--- src/rtl/f_pkg.sv ---
// -----------------------------------------------------------------------------
// f_pkg
//   Shared definitions for the binary32 divider:
//     - binary32 field widths, bias and the all-ones exponent code
//     - canonical quiet NaN and +infinity encodings
//     - bit positions inside the 5-bit exception flag vector {NV,DZ,OF,UF,NX}
//     - divider FSM state type and the packed result (value + flags) type
//     - small helpers that build signed infinities and signed zeros
// -----------------------------------------------------------------------------
package f_pkg;

  // binary32 layout
  localparam int EXP_W   = 8;
  localparam int FRAC_W  = 23;
  localparam int BIAS    = 127;
  localparam int EXP_MAX = 255;

  // Derived datapath widths
  localparam int MANT_W  = FRAC_W + 1;  // mantissa with hidden one
  localparam int QUO_W   = 26;          // quotient bits, weights 2^0 .. 2^-25
  localparam int REM_W   = 26;          // partial remainder register
  localparam int CNT_W   = 5;           // iteration down-counter
  localparam int EXPC_W  = 10;          // signed working exponent
  localparam int FLAGS_W = 5;

  // Special encodings
  localparam logic [31:0] QNAN    = 32'h7FC0_0000;
  localparam logic [31:0] POS_INF = 32'h7F80_0000;

  // Flag vector bit positions: flags = {NV, DZ, OF, UF, NX}
  localparam int FLAG_NV = 4;
  localparam int FLAG_DZ = 3;
  localparam int FLAG_OF = 2;
  localparam int FLAG_UF = 1;
  localparam int FLAG_NX = 0;

  // Last iteration index: the counter runs QUO_W-1 down to 0.
  localparam logic [CNT_W-1:0] LAST_ITER = CNT_W'(QUO_W - 1);

  typedef enum logic [1:0] {
    IDLE  = 2'd0,
    DIV   = 2'd1,
    ROUND = 2'd2,
    DONE  = 2'd3
  } state_t;

  typedef struct packed {
    logic [31:0]        y;
    logic [FLAGS_W-1:0] flags;
  } result_t;

  function automatic logic [31:0] signed_inf(input logic sign);
    return POS_INF | {sign, 31'd0};
  endfunction

  function automatic logic [31:0] signed_zero(input logic sign);
    return {sign, 31'd0};
  endfunction

endpackage

--- src/rtl/f_classify.sv ---
// -----------------------------------------------------------------------------
// f_classify
//   Combinational binary32 operand classifier. Subnormal encodings (exp == 0)
//   are treated as zero, so the divider never sees a denormal mantissa.
//
//   Ports
//     op       in   32  binary32 operand
//     is_zero  out   1  exponent field is zero (true zero or flushed subnormal)
//     is_inf   out   1  exponent all ones, fraction zero
//     is_nan   out   1  exponent all ones, fraction nonzero
//     sign     out   1  sign bit
//     exp      out   8  biased exponent field
//     mant24   out  24  {1, fraction}; only meaningful for normal operands
// -----------------------------------------------------------------------------
module f_classify
  import f_pkg::*;
(
  input  logic [31:0]       op,
  output logic              is_zero,
  output logic              is_inf,
  output logic              is_nan,
  output logic              sign,
  output logic [EXP_W-1:0]  exp,
  output logic [MANT_W-1:0] mant24
);

  logic [FRAC_W-1:0] frac;
  logic              exp_all_ones;

  assign sign         = op[31];
  assign exp          = op[FRAC_W +: EXP_W];
  assign frac         = op[FRAC_W-1:0];
  assign exp_all_ones = (exp == EXP_W'(EXP_MAX));

  assign is_zero = (exp == '0);
  assign is_inf  = exp_all_ones && (frac == '0);
  assign is_nan  = exp_all_ones && (frac != '0);
  assign mant24  = {1'b1, frac};

endmodule

--- src/rtl/f_div.sv ---
// -----------------------------------------------------------------------------
// f_div
//   Sequential IEEE-754 binary32 divider, y = a / b.
//   Special operands (zero, inf, NaN, flushed subnormals) are resolved at
//   accept and go straight to DONE. Normal operands run a radix-2 restoring
//   mantissa division (one quotient bit per cycle, 26 cycles), then one ROUND
//   cycle normalises, rounds to nearest-even and packs the result.
//
//   Ports
//     clk        in    1  clock, rising edge
//     rst        in    1  asynchronous active-high reset
//     in_valid   in    1  operand pair valid
//     in_ready   out   1  unit idle and able to accept
//     a          in   32  dividend (binary32)
//     b          in   32  divisor  (binary32)
//     out_valid  out   1  result valid, held until taken
//     out_ready  in    1  consumer takes the result
//     y          out  32  quotient (binary32)
//     flags      out   5  {NV, DZ, OF, UF, NX}
// -----------------------------------------------------------------------------
module f_div
  import f_pkg::*;
(
  input  logic               clk,
  input  logic               rst,
  input  logic               in_valid,
  output logic               in_ready,
  input  logic [31:0]        a,
  input  logic [31:0]        b,
  output logic               out_valid,
  input  logic               out_ready,
  output logic [31:0]        y,
  output logic [FLAGS_W-1:0] flags
);

  // ---------------------------------------------------------------------------
  // Operand classification
  // ---------------------------------------------------------------------------
  logic              a_zero, a_inf, a_nan, a_sign;
  logic              b_zero, b_inf, b_nan, b_sign;
  logic [EXP_W-1:0]  a_exp, b_exp;
  logic [MANT_W-1:0] a_mant, b_mant;

  f_classify u_class_a (
    .op      (a),
    .is_zero (a_zero),
    .is_inf  (a_inf),
    .is_nan  (a_nan),
    .sign    (a_sign),
    .exp     (a_exp),
    .mant24  (a_mant)
  );

  f_classify u_class_b (
    .op      (b),
    .is_zero (b_zero),
    .is_inf  (b_inf),
    .is_nan  (b_nan),
    .sign    (b_sign),
    .exp     (b_exp),
    .mant24  (b_mant)
  );

  // ---------------------------------------------------------------------------
  // State
  // ---------------------------------------------------------------------------
  state_t                    state_q, state_d;
  logic [REM_W-1:0]          rem_q, rem_d;
  logic [QUO_W-1:0]          quo_q, quo_d;
  logic [CNT_W-1:0]          cnt_q, cnt_d;
  logic [MANT_W-1:0]         mb_q, mb_d;
  logic signed [EXPC_W-1:0]  exp_q, exp_d;
  logic                      sign_q, sign_d;
  logic [31:0]               y_q, y_d;
  logic [FLAGS_W-1:0]        flags_q, flags_d;

  logic accept;

  assign in_ready  = (state_q == IDLE);
  assign out_valid = (state_q == DONE);
  assign y         = y_q;
  assign flags     = flags_q;
  assign accept    = in_valid && in_ready;

  // ---------------------------------------------------------------------------
  // Special-operand result, evaluated on the live inputs at accept
  // ---------------------------------------------------------------------------
  logic    res_sign;
  logic    is_special;
  result_t special_res;

  assign res_sign   = a_sign ^ b_sign;
  assign is_special = a_zero | a_inf | a_nan | b_zero | b_inf | b_nan;

  // NOTE: every signal assigned in an always_comb gets a default at the top,
  // so no path through the if/case leaves it unassigned and no latch is built.
  always_comb begin
    special_res = '{y: signed_zero(res_sign), flags: '0};
    if (a_nan || b_nan || (a_zero && b_zero) || (a_inf && b_inf)) begin
      special_res.y              = QNAN;
      special_res.flags[FLAG_NV] = 1'b1;
    end else if (a_inf) begin
      // inf / finite (b == 0 included): signed inf, exact
      special_res.y = signed_inf(res_sign);
    end else if (b_zero) begin
      // finite nonzero / 0
      special_res.y              = signed_inf(res_sign);
      special_res.flags[FLAG_DZ] = 1'b1;
    end
    // remaining cases (0 / nonzero, finite / inf) keep the signed-zero default
  end

  // Working exponent for the normal path. It is biased for a quotient
  // mantissa in [0.5, 1); ROUND adds one when the leading quotient bit is set.
  logic signed [EXPC_W-1:0] exp_base;

  assign exp_base = $signed({2'b00, a_exp}) - $signed({2'b00, b_exp})
                  + $signed(EXPC_W'(BIAS - 1));

  // ---------------------------------------------------------------------------
  // Restoring division step
  // ---------------------------------------------------------------------------
  // The remainder stays below 2*mb < 2^25, so one extra sign bit on the
  // subtraction is enough to tell whether the trial went negative.
  logic [REM_W:0]   trial;
  logic             trial_neg;
  logic [REM_W-1:0] rem_keep;
  logic [REM_W-1:0] rem_next;

  assign trial     = {1'b0, rem_q} - {{(REM_W + 1 - MANT_W){1'b0}}, mb_q};
  assign trial_neg = trial[REM_W];
  assign rem_keep  = trial_neg ? rem_q : trial[REM_W-1:0];
  assign rem_next  = rem_keep << 1;

  // ---------------------------------------------------------------------------
  // Normalise / round / pack
  // ---------------------------------------------------------------------------
  // The quotient of two mantissas in [1, 2) lies in (0.5, 2), so exactly one
  // of quo[25] / quo[24] is the leading one. Only the 23 fraction bits are
  // extracted; the hidden one is implied by the normalisation choice.
  logic [FRAC_W-1:0]        frac_raw;
  logic [FRAC_W:0]          frac_inc;
  logic                     guard_bit;
  logic                     sticky_bit;
  logic                     round_up;
  logic                     rem_nz;
  logic signed [EXPC_W-1:0] exp_r;
  result_t                  round_res;

  assign rem_nz = (rem_q != '0);

  always_comb begin
    if (quo_q[QUO_W-1]) begin
      frac_raw   = quo_q[QUO_W-2:2];
      guard_bit  = quo_q[1];
      sticky_bit = quo_q[0] | rem_nz;
      exp_r      = exp_q + 10'sd1;
    end else begin
      frac_raw   = quo_q[QUO_W-3:1];
      guard_bit  = quo_q[0];
      sticky_bit = rem_nz;
      exp_r      = exp_q;
    end

    round_up = guard_bit & (sticky_bit | frac_raw[0]);
    frac_inc = {1'b0, frac_raw} + {{FRAC_W{1'b0}}, round_up};

    // A carry out of the fraction means the mantissa rounded up to 2.0: the
    // fraction bits have already wrapped to zero (mantissa 1.0), so only the
    // exponent needs bumping.
    if (frac_inc[FRAC_W]) begin
      exp_r = exp_r + 10'sd1;
    end

    round_res = '{y: '0, flags: '0};
    if (exp_r >= $signed(EXPC_W'(EXP_MAX))) begin
      round_res.y              = signed_inf(sign_q);
      round_res.flags[FLAG_OF] = 1'b1;
      round_res.flags[FLAG_NX] = 1'b1;
    end else if (exp_r <= 10'sd0) begin
      // no subnormal output: anything below the normal range flushes to zero
      round_res.y              = signed_zero(sign_q);
      round_res.flags[FLAG_UF] = 1'b1;
      round_res.flags[FLAG_NX] = 1'b1;
    end else begin
      round_res.y              = {sign_q, exp_r[EXP_W-1:0], frac_inc[FRAC_W-1:0]};
      round_res.flags[FLAG_NX] = guard_bit | sticky_bit;
    end
  end

  // ---------------------------------------------------------------------------
  // Next-state logic
  // ---------------------------------------------------------------------------
  always_comb begin
    state_d = state_q;
    rem_d   = rem_q;
    quo_d   = quo_q;
    cnt_d   = cnt_q;
    mb_d    = mb_q;
    exp_d   = exp_q;
    sign_d  = sign_q;
    y_d     = y_q;
    flags_d = flags_q;

    case (state_q)
      IDLE: begin
        if (accept) begin
          sign_d = res_sign;
          if (is_special) begin
            y_d     = special_res.y;
            flags_d = special_res.flags;
            state_d = DONE;
          end else begin
            rem_d   = {{(REM_W - MANT_W){1'b0}}, a_mant};
            quo_d   = '0;
            cnt_d   = LAST_ITER;
            mb_d    = b_mant;
            exp_d   = exp_base;
            state_d = DIV;
          end
        end
      end

      DIV: begin
        rem_d = rem_next;
        quo_d = {quo_q[QUO_W-2:0], ~trial_neg};
        if (cnt_q == '0) begin
          state_d = ROUND;
        end else begin
          cnt_d = cnt_q - 1'b1;
        end
      end

      ROUND: begin
        y_d     = round_res.y;
        flags_d = round_res.flags;
        state_d = DONE;
      end

      DONE: begin
        if (out_ready) begin
          state_d = IDLE;
        end
      end

      default: state_d = IDLE;
    endcase
  end

  // ---------------------------------------------------------------------------
  // Registers
  // ---------------------------------------------------------------------------
  // NOTE: sequential state uses non-blocking assignments so every flop samples
  // the pre-edge values of the others, independent of statement order.
  // NOTE: the datapath registers are reset along with the FSM even though they
  // are reloaded before use; that keeps y/flags at a defined zero after reset
  // and keeps simulation free of X on every output.
  always_ff @(posedge clk or posedge rst) begin
    if (rst) begin
      state_q <= IDLE;
      rem_q   <= '0;
      quo_q   <= '0;
      cnt_q   <= '0;
      mb_q    <= '0;
      exp_q   <= '0;
      sign_q  <= 1'b0;
      y_q     <= '0;
      flags_q <= '0;
    end else begin
      state_q <= state_d;
      rem_q   <= rem_d;
      quo_q   <= quo_d;
      cnt_q   <= cnt_d;
      mb_q    <= mb_d;
      exp_q   <= exp_d;
      sign_q  <= sign_d;
      y_q     <= y_d;
      flags_q <= flags_d;
    end
  end

endmodule

--- config.mk ---
export PLATFORM = sky130hd
export DESIGN_NAME = f_div
export DESIGN_NICKNAME = d
export VERILOG_FILES = /design/src/rtl/f_pkg.sv /design/src/rtl/f_classify.sv /design/src/rtl/f_div.sv
export SDC_FILE = /design/constraint.sdc
export NUM_CORES = 1
export LEC_CHECK = 0
export ABC_CLOCK_PERIOD_IN_PS = 11700
export CAP_MARGIN = 20
export CORE_ASPECT_RATIO = 0.9
export CORE_MARGIN = 8
export CORE_UTILIZATION = 35
export CTS_BUF_LIST = sky130_fd_sc_hd__clkbuf_2
export DETAILED_ROUTE_END_ITERATION = 7
export PLACE_DENSITY = 0.55
export SYNTH_ARGS = -nofsm -noshare
export SYNTH_HDL_FRONTEND = slang
export SYNTH_SLANG_ARGS = --single-unit
--- constraint.sdc ---
create_clock -name clk -period 11.7 [get_ports clk]
set_clock_uncertainty 0.05 [all_clocks]
set_input_delay 1.17 -clock clk [delete_from_list [all_inputs] [get_ports clk]]
set_output_delay 1.17 -clock clk [all_outputs]
set_load 0.01 [all_outputs]
==> metrics.md, run 1 <==
| Metric | Value |
|---|---|
| Status | completed |
| Initial DRC count | 625 |
| Unrepaired setup endpoints after global routing | no |
| First-pass GRT wire length | 42,800 um |
| Syn nets | 1,191 |
| CTS Buf Count | 17 |
| Final core utilization | 41.5% |
| Chip width | 187 um |
| Leak | 4.34 nW |
| Starting Density | 35.5% |
| Crit-path cells | buf_4 > nand2_1 > a2111oi_4 > nand4_1 > nor4_1 > xnor2_1 > nor2_1 > a21boi_2 > a32o_1 |
| Via/cell ratio | 5.35 |
| Ys async rst share | 100% |
| Clock Latency Late Sink | 0.72 ns |
| Cell family with most CP delay | compound AO/OA/AOI/OAI gates |
| Num Clock Sinks | 131 |
| CP arrival | 4.95 ns |
| Gr ovfl total | 0 |
| Clock-pin slew on the worst setup and hold paths | 0.21 ns |
| Setup CP Type | reg2reg |
| Critical path peak fanout | 59 |
| WL final | 26,100 um |
| Commonest non-fill, non-tap cell in the layout | nand2_1 |
| Core Footprint | 26,000 um2 |
| Critical Path Slowest Stage Cell | a21boi_2 |
| GRT Overall Usage | 16.5% |
| EDFF count, synth | 0 |
| Synth area leader | dfrtp_1 |
| Root buffer cell | clkbuf_2 |
| Fin crit period | 4.35 ns |
| # Post-CTS Setup Buffers | 0 |
| Post-DP HPWL | 19,400 um |
| Max Slew Vio Count | 0 |
| Total Power | 2.46 mW |
| Hold WS | 0.427 ns |
| CP required | 12.30 ns |
| CP Capture Type | flop |
| Cell area power density | 228 nW/um2 |
| Total of max-cap violations | 0 |
| Final worst path period share | 37.2% |
| Router iterations before antenna repair | 7 |
| Max_slew headroom | 34.9% |
| Gate Count Post-Synth | 1,079 |
| Final setup violation count | 0 |
| H-tree levels | 4 |
| Clock buffer depth | 2 |
| Hold Buf Count CTS | 0 |
| Port buffer count | 106 |
| Mapped Area | 9220 um2 |
| Row count | 56 |
| Share of layout cells above drive strength 1 | 6.32% |
| Least-Margin Pin Slew | 0.970 ns |
| Mean routed wirelength per cell | 17.2 um |
| Setup crit start kind | flop |
| Synth top area share | 35.6% |
| Nets | 1,270 |
| Mean post-synth cell area | 8.54 um2 |
| Commonest cells after routing, fill and taps aside | 151 x nand2_1, 130 x dfrtp_1, 106 x clkdlybuf4s50_1 |
| Initial antenna violation count | 1 |
| CP bufs+invs | 1 |
| Fin Setup TNS | 0 ns |
| Routed via count | 8,130 |
| Sequential cell area fraction in the yosys report | 35.6% |
| Area contributors post-synth | dfrtp_1 36%, nand2_1 6.1%, ha_1 5.7% |
| Non-Filler Instances | 1,520 |
| Cells after DPL | 1,486 |
| Yosys warns | 0 |
| Die H | 170 um |
| Antenna-violating nets left | 0 |
| Pin count of the biggest net entering global routing | 78 |
| Final hold violations | 0 |
| Distinct cell type count after synthesis | 82 |
| CTS tree | yes |
| Die Area | 31,800 um2 |
| Post-cts sizing count | 0 |
| IO Count | 107 |
| Maximum clock frequency | 230 MHz |
| Type of the worst min-delay path | reg2reg |
| Max VDD drop | 0.000104 V |
| Vias in the first global route | 7,841 |
| Fillcell total | 2,635 |
| Top_reg_cell synth | dfrtp_1 |
| Area delta synth->final | 17.1% |
| GP Congestion | 0.826 |
| Post-route DRC | 0 |
| Slowest Stage Delay on Critical Path | 0.72 ns |
| Number of synthesized register bits | 131 |
cell families after synthesis:
kind of cell	Yosys count	synth area share, %
buf+inv	116	5.61
xor+xnor	76	7.30
mux	40	4.49
compound gates	300	21.7
flops	131	35.6
simple gates	372	19.2
fa+ha+maj	44	6.13
per-layer routing:
| metal | up-vias | track usage [%] | share of wire (%) |
|---|---|---|---|
| met3 | 25 | 3.05 | 3.7 |
| met5 | - | 0 | 0 |
| li1 | 4050 | - | - |
| met2 | 155 | 26.4 | 46 |
| met4 | 0 | 4.59 | 1.7 |
| met1 | 3900 | 22.7 | 49 |
synthesized netlist by cell type, drive strengths merged, types with 6 or more instances:
cell type and count:
o21ai 92, ha 42, mux2 11, nor4 23, nor2b 12, nor2 75, dfrtp 131, nand2 151
buf 17, nand4 20, a21oi 53, o211ai 12, clkbuf 39, o31ai 10, a211oi 12, nand3 21
o21a 11, o21bai 7, a31oi 8, o22ai 12, xor2 32, mux2i 29, a32o 19, xnor2 44
a21o 11, nor3 29, inv 58, a221o 6, a22oi 12, and2 9
worst register-to-register path: stages (launching register included):
cell and delay, ns:
dfrtp_2 0.38, buf_4 0.53, nand2_1 0.26, a2111oi_4 0.54
nand4_1 0.44, nor4_1 0.41, xnor2_1 0.35, nor2_1 0.36
a21boi_2 0.72, a32o_1 0.27
state kept, by name, summed over array words and instances (netlist names):
signal and flops:
cnt_q 5, exp_q 10, flags 5, mb_q 24
quo_q 26, rem_q 26, sign_q 1, state_q 2
y 32
through the flow:
stage / setup slack [ns] / instance area (um2)
2_1_floorplan: 6.98 / 9220
3_3_place_gp: 6.77 / 10500
3_5_place_dp: 6.71 / 10500
4_1_cts: 7.36 / 10800
5_1_grt: 6.88 / 10800
6_report: 7.35 / 10800
worst paths after layout:
path	end	cells after the start	startpoint	slack, ns
max	y[1]$_DFFE_PP0P_	9	quo_q[25]$_DFFE_PP0P_	7.35
min	mb_q[23]$_DFFE_PP0P_	2	mb_q[23]$_DFFE_PP0P_	0.43
max reg2reg	y[1]$_DFFE_PP0P_	9	quo_q[25]$_DFFE_PP0P_	7.35
min reg2reg	mb_q[23]$_DFFE_PP0P_	2	mb_q[23]$_DFFE_PP0P_	0.43
max in group asynchronous	exp_q[4]$_DFFE_PP0P_	4	rst	9.69
min in group asynchronous	mb_q[20]$_DFFE_PP0P_	2	rst	0.80
report_power, final:
part,switching [mW],internal [mW]
clock,0.195,0.0781
combinational,0.871,0.614
sequential,0.125,0.579
layout make-up:
cell class	instances	area [um2]	share of cell area [%]
flip-flops and latches	131	3280	30.4
inverters	58	223	2.06
repair buffers	118	1170	10.9
diodes	1	2.50	0.0232
well taps	348	435	4.03
clock inverters	15	134	1.24
clock buffers	17	85.1	0.788
multi-input cells	832	5460	50.6
No activity file was read; power rests on OpenSTA's default activity.
==> inputs of run 2 (changes only) <==
ABC_CLOCK_PERIOD_IN_PS = 4550   (was 11700)
clock period = 4.55 ns   (was 11.7 ns; I/O delays follow)
==> metrics.md, run 2 (synthesis gave the netlist of run 1 again) <==
| Metric | Value |
|---|---|
| Final hold violations | 0 (unchanged) |
| Setup CP Type | reg2reg |
| Starting Density | 35.5% (unchanged) |
| Setup crit start kind | flop |
| Post-DP HPWL | 20,000 um (+3.2%) |
| Die H | 170 um (unchanged) |
| CP Capture Type | flop |
| CP arrival | 4.56 ns (-0.39 ns) |
| Clock-pin slew on the worst setup and hold paths | 0.21 ns (about the same) |
| IO Count | 107 (unchanged) |
| Largest register FFs | 32 (unchanged) |
| Max VDD drop | 0.000231 V (+120%) |
| Initial antenna violation count | 2 (+1) |
| Core Footprint | 26,000 um2 (unchanged) |
| Root buffer cell | clkbuf_2 |
| Clock buffer depth | 2 (unchanged) |
| Pin count of the biggest net entering global routing | 89 (+14%) |
| Fillcell total | 2,596 (-1.5%) |
| Num Clock Sinks | 131 (unchanged) |
| Type of the worst min-delay path | in2async |
| GP Congestion | 0.879 (+6.4%) |
| Routed via count | 8,121 (-0.11%) |
| Critical path peak fanout | 26 (-56%) |
| Least-Margin Pin Slew | 0.995 ns (+0.0250 ns) |
| Total of max-cap violations | 0 (unchanged) |
| Final setup violation count | 0 (unchanged) |
| Mean routed wirelength per cell | 17.3 um (+0.77%) |
| Nets | 1,278 (+0.63%) |
| # Post-CTS Setup Buffers | 0 (unchanged) |
| Final instance area | 10,900 um2 (+0.56%) |
| Post-cts sizing count | 0 (unchanged) |
| Commonest cells after routing, fill and taps aside | 151 x nand2_1, 130 x dfrtp_1, 106 x clkdlybuf4s50_1 |
| Cell area power density | 592 nW/um2 (+160%) |
| Clock Latency Late Sink | 0.72 ns (about the same) |
| Max_slew headroom | 33.7% (-1.2 points) |
| Leak | 4.38 nW (+1.0%) |
| Chip width | 187 um (unchanged) |
| Fin Setup TNS | 0 ns (unchanged) |
| Port buffer count | 106 (unchanged) |
| Vias in the first global route | 7,739 (-1.3%) |
| Unrepaired setup endpoints after global routing | no |
| Die Area | 31,800 um2 (unchanged) |
| CP required | 5.12 ns (-7.18 ns) |
| Router iterations before antenna repair | 7 (unchanged) |
| Area delta synth->final | 17.7% |
| WL final | 26,500 um (+1.3%) |
| Antenna-violating nets left | 0 (unchanged) |
| Maximum clock frequency | 250 MHz (+8.9%) |
| Row count | 56 (unchanged) |
| Post-DP Area | 10,600 um2 (+0.61%) |
| Gr ovfl total | 0 (unchanged) |
| CTS tree | yes |
| Hold Buf Count CTS | 0 (unchanged) |
| H-tree levels | 4 (unchanged) |
| Via/cell ratio | 5.31 (-0.63%) |
| GRT Overall Usage | 16.5% (-0.023 points) |
| Share of layout cells above drive strength 1 | 6.79% (+0.47 points) |
| First-pass GRT wire length | 42,700 um (-0.15%) |
| Hold WS | 0.212 ns (-0.215 ns) |
| Final worst path period share | 87.8% (+51 points) |
| Initial DRC count | 664 (+6.2%) |
| CTS Buf Count | 17 (unchanged) |
| Fin crit period | 3.99 ns (-0.356 ns) |
| Status | completed |
| Commonest non-fill, non-tap cell in the layout | nand2_1 |
| Max Slew Vio Count | 0 (unchanged) |
| Post-route DRC | 0 (unchanged) |
## run 2: critical path, cell delays in order (launching register included)
cell and delay [ns]:
dfrtp_1 0.54, ha_1 0.33, nand2_1 0.06, o21ai_0 0.21, ha_1 0.23, nand2_1 0.06, nor4_1 0.22, nand4_1 0.33
nor3_1 0.28, xor2_1 0.15, o41a_1 0.45, or2_1 0.58, a32o_1 0.42
## run 2: power breakdown
part	internal (mW)	switching (mW)	leakage (nW)	total [mW]
clock network	0.261	0.500	0.141	0.761
registers	1.49	0.323	1.69	1.81
logic	1.61	2.25	2.55	3.85
total	3.36	3.07	4.38	6.43
## run 2: final cells by class
cell class / instances / area (um2) / share of cell area, %
multi-input cells: 832 / 5460 / 50.3
well taps: 348 / 435 / 4.01
flip-flops and latches: 131 / 3280 / 30.2
diodes: 1 / 2.50 / 0.0231
clock buffers: 18 / 90.1 / 0.830
repair buffers: 126 / 1210 / 11.2
clock inverters: 14 / 153 / 1.41
inverters: 58 / 223 / 2.05
## run 2: per-stage QoR
stage | power (mW) | instances | utilization [%] | setup WS, ns
floorplan | 4.66 | 1079 | - | 0.547
global placement | 5.62 | 1495 | 40.8 | 0.731
detailed placement | 5.65 | 1495 | 40.8 | 0.648
CTS | 6.44 | 1527 | 41.7 | 0.606
global route | 6.98 | 1528 | 41.7 | 0.312
finish | 6.43 | 1528 | 41.7 | 0.557
## run 2: routing by layer
| layer | up-vias | GRT usage [%] | share of wire, % |
|---|---|---|---|
| met5 | - | 0 | 0 |
| met4 | 0 | 3.86 | 1.0 |
| met3 | 15 | 3.03 | 4.1 |
| met2 | 169 | 26.3 | 46 |
| met1 | 3869 | 22.9 | 49 |
| li1 | 4068 | - | - |
## run 2: worst paths after layout
path,from,endpoint,slack [ns],cells after the start
min,rst,mb_q[18]$_DFFE_PP0P_,0.21,2
max,exp_q[0]$_DFFE_PP0P_,y[3]$_DFFE_PP0P_,0.56,12
min reg2reg,mb_q[23]$_DFFE_PP0P_,mb_q[23]$_DFFE_PP0P_,0.44,2
min in group clk,b[21],mb_q[21]$_DFFE_PP0P_,0.26,3
max in group asynchronous,rst,rem_q[10]$_DFFE_PP0P_,3.36,3
max reg2reg,exp_q[0]$_DFFE_PP0P_,y[3]$_DFFE_PP0P_,0.56,12
==> inputs of run 3 (changes only) <==
--- a/config.mk
+++ b/config.mk
@@ -9,9 +9,9 @@
 export CAP_MARGIN = 20
 export CORE_ASPECT_RATIO = 0.9
-export CORE_MARGIN = 8
 export CORE_UTILIZATION = 35
 export CTS_BUF_LIST = sky130_fd_sc_hd__clkbuf_2
 export DETAILED_ROUTE_END_ITERATION = 7
-export PLACE_DENSITY = 0.55
+export DONT_BUFFER_PORTS = 1
+export PLACE_DENSITY = 0.5
 export SYNTH_ARGS = -nofsm -noshare
 export SYNTH_HDL_FRONTEND = slang
==> constraint.sdc (replaced) <==
create_clock -name clk -period 4.55 [get_ports clk]
set_clock_uncertainty 0.05 [all_clocks]
set_input_delay 0.91 -clock clk [delete_from_list [all_inputs] [get_ports clk]]
set_output_delay 0.91 -clock clk [all_outputs]
set_load 0.01 [all_outputs]
==> metrics.md, run 3 (synthesis gave the netlist of run 1 again) <==
| Metric | Value |
|---|---|
| Commonest cells after routing, fill and taps aside | 151 x nand2_1, 130 x dfrtp_1, 92 x o21ai_0 |
| Max Slew Vio Count | 0 (unchanged) |
| Sequential share of power | 29.5% (+1.3 points) |
| Initial antenna violation count | 3 (+1) |
| Nets | 1,170 (-8.5%) |
| GP Congestion | 0.864 (-1.7%) |
| Initial DRC count | 649 (-2.3%) |
| Cell area power density | 638 nW/um2 (+7.7%) |
| Crit path launch | quo_q[25]$_DFFE_PP0P_ |
| Router iterations before antenna repair | 5 (-2) |
| Reg-to-Reg Start | quo_q[25]$_DFFE_PP0P_ |
| Sw Share | 48.4% (+0.60 points) |
| Core Footprint | 25,500 um2 (-1.8%) |
| Post-cts sizing count | 0 (unchanged) |
| Comb pwr share | 58.9% (-1.1 points) |
| Final setup violation count | 0 (unchanged) |
| Max_slew headroom | 36.5% (+2.8 points) |
| Clock Latency Late Sink | 0.72 ns (about the same) |
| WL final | 25,200 um (-4.7%) |
| Via/cell ratio | 5.44 (+2.4%) |
| Post-DP HPWL | 18,900 um (-5.8%) |
| Total Power | 6.23 mW (-3.0%) |
| Internal power | 3.22 mW (-4.2%) |
| Setup CP Type | reg2reg |
| Power share of the clock group | 11.7% (about the same) |
| Post-route DRC | 0 (unchanged) |
| Root buffer cell | clkbuf_2 |
| Final worst path period share | 85.3% (-2.4 points) |
| Max VDD drop | 0.000226 V (-2.3%) |
| Pin count of the biggest net entering global routing | 77 (-13%) |
| Routed via count | 7,689 (-5.3%) |
| H-tree levels | 4 (unchanged) |
| CP required | 5.13 ns (about the same) |
| Port buffer count | 0 (-100%) |
| Vias in the first global route | 7,447 (-3.8%) |
| Clock-pin slew on the worst setup and hold paths | 0.21 ns (about the same) |
| Area delta synth->final | 5.93% |
| GRT Overall Usage | 19.5% (+3.0 points) |
| Total of max-cap violations | 0 (unchanged) |
| Hold Buf Count CTS | 0 (unchanged) |
| Clock buffer depth | 2 (unchanged) |
| Row count | 55 (-1.8%) |
| Fin Setup TNS | 0 ns (unchanged) |
| Unrepaired setup endpoints after global routing | no |
| Switching pwr | 3.01 mW (-1.8%) |
| Largest register FFs | 32 (unchanged) |
| Die Area | 27,000 um2 (-15%) |
| CP arrival | 4.46 ns (-0.10 ns) |
| Gr ovfl total | 0 (unchanged) |
| Leak | 3.96 nW (-9.6%) |
| Antenna-violating nets left | 0 (unchanged) |
| CP Capture Type | flop |
| Status | completed |
| Die H | 156 um (-8.2%) |
| Final hold violations | 0 (unchanged) |
| Least-Margin Pin Slew | 0.952 ns (-0.0425 ns) |
| Maximum clock frequency | 258 MHz (+2.9%) |
| First-pass GRT wire length | 41,600 um (-2.5%) |
| Type of the worst min-delay path | in2async |
| IO Count | 107 (unchanged) |
| CTS Buf Count | 17 (unchanged) |
| Mean routed wirelength per cell | 17.8 um (+3.1%) |
| Chip width | 173 um (-7.5%) |
| Commonest non-fill, non-tap cell in the layout | nand2_1 |
| Setup crit start kind | flop |
| Share of layout cells above drive strength 1 | 7.29% (+0.50 points) |
| Critical path peak fanout | 26 (unchanged) |
| Starting Density | 36.1% (+0.64 points) |
| CTS tree | yes |
| Num Clock Sinks | 131 (unchanged) |
| # Post-CTS Setup Buffers | 0 (unchanged) |
| Fin crit period | 3.88 ns (-0.111 ns) |
## run 3: changes by cell type in the layout (fill, tap and decap cells not counted)
cell	change
clkinvlp_4	+3
clkdlybuf4s50_1	-106
clkinv_4	-2
inv_6	-3
buf_4	-3
clkinv_2	+2
clkinv_1	-1
buf_12	+1
## run 3: area by class of cell
| class | instances | area (um2) |
|---|---|---|
| flip-flops and latches | 131 | 3280 |
| clock buffers | 18 | 90.1 |
| multi-input cells | 832 | 5460 |
| clock inverters | 13 | 138 |
| repair buffers | 18 | 148 |
| diodes | 1 | 2.50 |
| fillers | 2600 | 15800 |
| inverters | 58 | 223 |
| well taps | 342 | 428 |
## run 3: power groups by stage
stage | Sequential [mW] | Combinational, mW | Clock (mW)
global placement | 1.86 | 3.65 | 0
global route | 1.89 | 4.13 | 0.800
detailed placement | 1.86 | 3.63 | 0
floorplan | 1.72 | 2.95 | 0
CTS | 1.84 | 3.65 | 0.748
finish | 1.84 | 3.67 | 0.726
## run 3: worst paths after layout
check,slack [ns],cells after the start,end
max reg2reg,0.67,8,y[1]$_DFFE_PP0P_
min in group clk,0.23,2,mb_q[0]$_DFFE_PP0P_
min,0.1,1,cnt_q[2]$_DFFE_PP0P_
max,0.67,8,y[1]$_DFFE_PP0P_
min reg2reg,0.43,2,mb_q[23]$_DFFE_PP0P_
max in group asynchronous,3.45,2,quo_q[2]$_DFFE_PP0P_
## run 3: routing by layer
metal / track usage [%] / wire length, um / vias up / part of all wire [%]
li1: - / - / 3843 / -
met1: 28.1 / 12600 / 3642 / 50
met2: 29.7 / 11000 / 172 / 44
met3: 3.46 / 1180 / 30 / 4.7
met4: 5.31 / 403 / 2 / 1.6
met5: 0 / 13 / - / 0.052
## run 3: critical path, stage by stage (launching register included)
cell and delay (ns):
dfrtp_2 0.61, nand2b_2 0.31, a2111oi_4 0.56, nand4_2 0.22
o41a_1 0.43, xor2_1 0.19, o41a_1 0.46, or2_1 0.57
a32o_1 0.41
## run 3: through the flow
step | std cells | hold slack (ns) | worst slack [ns] | util, % | area (um2)
floorplan | 1079 | 0.368 | 0.0923 | - | 9220
global placement | 1381 | 0.386 | 0.759 | 37.3 | 9540
detailed placement | 1381 | 0.393 | 0.682 | 37.3 | 9540
CTS | 1412 | 0.0732 | 0.650 | 38.2 | 9760
global route | 1413 | 0.0847 | 0.242 | 38.3 | 9770
finish | 1413 | 0.0991 | 0.668 | 38.3 | 9770
